[src/rtl/uart_tx_arbiter.sv]
// Round-robin sequencer sharing one UART transmitter among N byte sources.
// A grant lasts a whole packet, a burst cap, or until the owner stalls.
module uart_tx_arbiter #(
    parameter int N            = 4,
    parameter int MAX_BURST    = 16,
    parameter int STALL_CYCLES = 1024
) (
    input  logic             sysclk,
    input  logic             rst,
    input  logic [N-1:0]     req_valid,
    input  logic [8*N-1:0]   req_data,
    input  logic [N-1:0]     req_last,
    output logic [N-1:0]     req_ready,
    output logic [N-1:0]     grant,
    output logic             tx_valid,
    output logic [7:0]       tx_data,
    input  logic             tx_busy
);

    localparam int PW = $clog2(N);
    localparam int SW = $clog2(STALL_CYCLES);

    typedef enum logic [2:0] {
        IDLE,
        ARM,
        ISSUE,
        WAIT_BUSY,
        WAIT_DONE
    } state_e;

    state_e          state_q, state_d;
    logic [N-1:0]    grant_q, grant_d;
    logic [PW-1:0]   gidx_q, gidx_d;
    logic [PW-1:0]   rr_ptr_q, rr_ptr_d;
    logic [7:0]      burst_cnt_q, burst_cnt_d;
    logic [SW-1:0]   stall_cnt_q, stall_cnt_d;
    logic            last_q, last_d;
    logic            tx_valid_q, tx_valid_d;
    logic [7:0]      tx_data_q, tx_data_d;

    logic            win_found;
    logic [PW-1:0]   win_idx;
    logic [PW-1:0]   cand;
    logic            cur_valid;
    logic            cur_last;
    logic [7:0]      cur_byte;
    logic            accept;

    // First requester after rr_ptr, wrapping around
    always_comb begin
        win_found = 1'b0;
        win_idx   = '0;
        cand      = '0;
        for (int i = 1; i <= N; i++) begin
            cand = PW'((int'(rr_ptr_q) + i) % N);
            if (!win_found && req_valid[cand]) begin
                win_found = 1'b1;
                win_idx   = cand;
            end
        end
    end

    assign cur_valid = req_valid[gidx_q];
    assign cur_last  = req_last[gidx_q];
    assign cur_byte  = req_data[{gidx_q, 3'b000} +: 8];
    assign accept    = (state_q == ARM) && cur_valid && !tx_busy;

    assign req_ready = accept ? grant_q : '0;
    assign grant     = grant_q;
    assign tx_valid  = tx_valid_q;
    assign tx_data   = tx_data_q;

    // Next-state logic for the grant/issue sequence
    always_comb begin
        state_d     = state_q;
        grant_d     = grant_q;
        gidx_d      = gidx_q;
        rr_ptr_d    = rr_ptr_q;
        burst_cnt_d = burst_cnt_q;
        stall_cnt_d = stall_cnt_q;
        last_d      = last_q;
        tx_valid_d  = tx_valid_q;
        tx_data_d   = tx_data_q;
        unique case (state_q)
            IDLE: begin
                if (win_found) begin
                    grant_d          = '0;
                    grant_d[win_idx] = 1'b1;
                    gidx_d           = win_idx;
                    burst_cnt_d      = '0;
                    stall_cnt_d      = '0;
                    state_d          = ARM;
                end
            end
            ARM: begin
                if (accept) begin
                    tx_data_d   = cur_byte;
                    last_d      = cur_last;
                    burst_cnt_d = burst_cnt_q + 8'd1;
                    stall_cnt_d = '0;
                    tx_valid_d  = 1'b1;
                    state_d     = ISSUE;
                end else if (!cur_valid) begin
                    if (stall_cnt_q == SW'(STALL_CYCLES - 1)) begin
                        grant_d  = '0;
                        rr_ptr_d = gidx_q;
                        state_d  = IDLE;
                    end else begin
                        stall_cnt_d = stall_cnt_q + 1'b1;
                    end
                end else begin
                    stall_cnt_d = '0;
                end
            end
            ISSUE: begin
                tx_valid_d = 1'b0;
                state_d    = WAIT_BUSY;
            end
            WAIT_BUSY: begin
                if (tx_busy) begin
                    state_d = WAIT_DONE;
                end
            end
            WAIT_DONE: begin
                if (!tx_busy) begin
                    if (last_q || burst_cnt_q == 8'(MAX_BURST)) begin
                        grant_d  = '0;
                        rr_ptr_d = gidx_q;
                        state_d  = IDLE;
                    end else begin
                        state_d = ARM;
                    end
                end
            end
            default: state_d = IDLE;
        endcase
    end

    // State registers with synchronous reset
    always_ff @(posedge sysclk) begin
        if (rst) begin
            state_q     <= IDLE;
            grant_q     <= '0;
            gidx_q      <= '0;
            rr_ptr_q    <= PW'(N - 1);
            burst_cnt_q <= '0;
            stall_cnt_q <= '0;
            last_q      <= 1'b0;
            tx_valid_q  <= 1'b0;
            tx_data_q   <= 8'h00;
        end else begin
            state_q     <= state_d;
            grant_q     <= grant_d;
            gidx_q      <= gidx_d;
            rr_ptr_q    <= rr_ptr_d;
            burst_cnt_q <= burst_cnt_d;
            stall_cnt_q <= stall_cnt_d;
            last_q      <= last_d;
            tx_valid_q  <= tx_valid_d;
            tx_data_q   <= tx_data_d;
        end
    end

endmodule

[config.mk]
export PLATFORM = sky130hd
export DESIGN_NAME = uart_tx_arbiter
export DESIGN_NICKNAME = d
export VERILOG_FILES = /design/src/rtl/uart_tx_arbiter.sv
export SDC_FILE = /design/constraint.sdc
export NUM_CORES = 1
export LEC_CHECK = 0
export CORE_MARGIN = 2
export CORE_UTILIZATION = 43
export DETAILED_ROUTE_END_ITERATION = 7
export GPL_TIMING_DRIVEN = 1
export PLACE_DENSITY = 0.87
export SLEW_MARGIN = 0
export SYNTH_ARGS = -nofsm -noshare
export SYNTH_HDL_FRONTEND = slang
export SYNTH_SLANG_ARGS = --single-unit
export TNS_END_PERCENT = 1
[constraint.sdc]
create_clock -name sysclk -period 2.4 [get_ports sysclk]
set_input_delay 0.6 -clock sysclk [delete_from_list [all_inputs] [get_ports sysclk]]
set_output_delay 0.6 -clock sysclk [all_outputs]
set_load 0.05 [all_outputs]
==> impl_metrics.csv <==
group,metric,value,unit
outcome,outcome,"finished, final reports clean",
synth,syn_nets,286,
layout,fillCellCount,381,
synth,ys.warnings.count,0,
synth,ys_ff_latch,39,
placed_design,place_congestion,0.8776,
clock_network,cts_sinks,39,
clock_network,cts_buffer_depth,2,
clock_network,cts_inserted_buffers,5,
synth,netlist_area,2118,um^2
timing,slew_headroom,0.5960,
routing,wirelength,5.519,mm
global_route,grt_pass1_wl,8.700,mm
global_route,gr-usage-all-layers,0.2061,
die,die-area,5503,um^2
setup_path,worstSetupPathType,"primary input to output port",
timing,hold_violations,0,
clock_network,cts_setup_buffers,0,
setup_path,path_max_fanout,6,
layout,layout.nets,370,
die,core_area,4723,um^2
die,dieHeight,74.19,um
die,initial_core_util,0.4485,
timing,fin_crit_sh,0.9766,
clock_network,h-tree-depth,2,
synth,ys_seq_area_frac,0.3686,
setup_path,worst_setup_path_start_kind,"primary input",
power_and_ir_drop,p_per_area,495.3,nW/um^2
min_path,hold_class,"flip-flop to flip-flop",
global_route,grt_pass1_vias,1923,
power_and_ir_drop,power,1.518,mW
routing,firstDrtPassIters,4,
routing,vias_per_cell,5.297,
die,die_w,74.19,um
timing,drv_slew,0,
layout,drive_above_1_share,0.1944,
timing,finalSetupViolCount,0,
routing,drcViolationCount,0,
placed_design,dp_slack,-0.3403,ns
placed_design,portBuffers,59,
routing,ant_nets,0,
setup_path,crit_required,1.80,ns
global_route,antenna_found_initial,0,
timing,fin_ws,0.05610,ns
synth,avgSynthCellArea,8.826,um^2
power_and_ir_drop,p_leak,1.095,nW
routing,vias,2071,
global_route,grt_max_degree,13,
routing,avgRoutedWirePerCell,14.12,um
layout,syn2layout_area_growth,44.71,%
timing,tightest_slew,0.5907,ns
clock_network,cts_tree,"built",
setup_path,crit_path_end_kind,"output port",
clock_network,path_clk_slew,0.07,ns
synth,synth_top_cell_area_share,0.3686,
global_route,grt-ovfl-total,0,
clock_network,clock_latency,0.29,ns
timing,fmax,0.4266,GHz
layout,antenna_cells,0,
flow_run,maxCapViolCount,0,
layout,multi_input_area,1294,um^2
synth,synth_top_cells_by_area,"dfxtp_1, mux4_2, nand2_1, xnor2_1, a21oi_1",
layout,seq_area,780.7,um^2
timing,period_needed,2.344,ns
synth,ys_types,40,
synth,yosysTopAreaCell,"dfxtp_1",
synth,syn-instance-count,240,
timing,rsz0062_at_grt,"false",
timing,fin_worst_skew,0.007305,ns
timing,worst_hold_slack,0.4572,ns
die,rows,25,
die,io_pins,60,
placed_design,dp_hpwl,4.397,mm
power_and_ir_drop,vdd_ir_drop_max,0.3704,mV
routing,drt_iter0_markers,80,
clock_network,root_buffer,"clkbuf_8",
setup_path,cp.arrival,1.74,ns
-- per-stage QoR --
stage | setup TNS, ns | util | std cells | cell area, um^2
floorplan | 0 | - | 240 | 2140
CTS | 0 | 0.6482 | 391 | 3062
global route | 0 | 0.6490 | 391 | 3065
detailed placement | -6.699 | 0.6270 | 384 | 2962
finish | 0 | 0.6490 | 391 | 3065
global placement | -5.287 | 0.6270 | 384 | 2962
-- critical path, cell delays in order --
cell and delay, ns:
clkdlybuf4s50_1 0.44, nor2b_2 0.17, and3_4 0.24, and2_4 0.15
buf_6 0.14
-- worst paths after layout --
| kind | from | slack [ns] | endpoint | depth (start not counted) |
|---|---|---|---|---|
| max reg2reg | burst_cnt_q[0]$_SDFFE_PP0P_ | 0.26 | rr_ptr_q[0]$_SDFFE_PP1P_ | 7 |
| min reg2reg | tx_data[1]$_SDFFE_PP0P_ | 0.46 | tx_data[1]$_SDFFE_PP0P_ | 2 |
| min | tx_data[1]$_SDFFE_PP0P_ | 0.46 | tx_data[1]$_SDFFE_PP0P_ | 2 |
| max | tx_busy | 0.06 | req_ready[3] | 5 |
-- final cells by class --
type	instances	area share
multi-input combinational	184	0.4220
timing repair buffer	87	0.2588
sequential	39	0.2547
tap	67	0.02735
clock buffer	6	0.02694
inverter	7	0.008571
clock inverter	1	0.001633
-- layer usage --
layer / up-vias / wire length (um) / global-route usage
li1: 1027 / - / -
met1: 992 / 2377 / 0.2671
met2: 44 / 2877 / 0.3323
met3: 8 / 171 / 0.04201
met4: 0 / 92 / 0.09293
met5: - / 0 / 0
-- placed cells by master, fill, tap and decap left out, types with 2 or more instances in the layout --
cell / instances
nor3_1: 3
o21ai_0: 4
xnor2_1: 15
dfxtp_1: 39
a21oi_1: 20
clkbuf_8: 6
nor3b_1: 3
nand2b_1: 5
buf_6: 2
nand4_1: 3
nor2_1: 27
clkdlybuf4s50_1: 51
ha_1: 3
buf_2: 4
o21ai_1: 2
mux4_2: 10
a2111oi_0: 5
inv_1: 7
nor4b_1: 3
nand3_1: 6
buf_8: 2
buf_4: 28
mux2i_1: 10
or3_1: 2
and2_4: 4
a31oi_1: 2
nand2_1: 35
a211oi_1: 4
-- kinds of logic (layout without fill, tap and decap cells) --
group | count (synthesis) | count (layout) | synth area share
flip-flops | 39 | 39 | 0.3686
multiplexers | 20 | 20 | 0.1536
XOR/XNOR | 15 | 15 | 0.06202
buffers and inverters | 17 | 101 | 0.03071
AO/OA/AOI/OAI | 45 | 45 | 0.1311
AND/OR/NAND/NOR | 101 | 101 | 0.2363
adder cells (fa/ha/maj) | 3 | 3 | 0.01772
-- flip-flops by register name (all words and copies together) (netlist names) --
signal / count
grant: 4
gidx_q: 2
tx_data: 8
stall_cnt_q: 10
burst_cnt_q: 8
tx_valid: 1
state_q: 3
rr_ptr_q: 2
last_q: 1
-- report_power, final --
part           switching [mW]  internal, mW
sequential             0.0184         0.669
combinational           0.189         0.195
clock                   0.221         0.226
total                   0.428          1.09
-- repair_timing --
item                       4_1_cts  5_1_grt
pin swaps                        1        0
setup endpoints to repair        5        2
hold buffers                     0        0
hold endpoints to repair         0        0
gates resized for setup         26        1
-- cells in the mapped netlist, drive strengths merged --
cell type,number
and3,2
a221oi,1
nand2b,5
dfxtp,39
nand2,35
nor3,3
ha,3
nor4b,4
nand4,3
mux4,10
o211ai,1
or4,1
a21oi,21
a2111oi,5
inv,7
a21boi,1
nor2b,2
o21ai,6
xnor2,15
or4b,1
or3,2
buf,4
nor4,1
o22a,1
a31oi,2
nand3,6
a21o,1
a211o,1
a22oi,1
clkbuf,6
mux2i,10
nor2,28
nand3b,1
a211oi,4
and2,4
nor3b,3
Power figures use the tool's default switching activity.
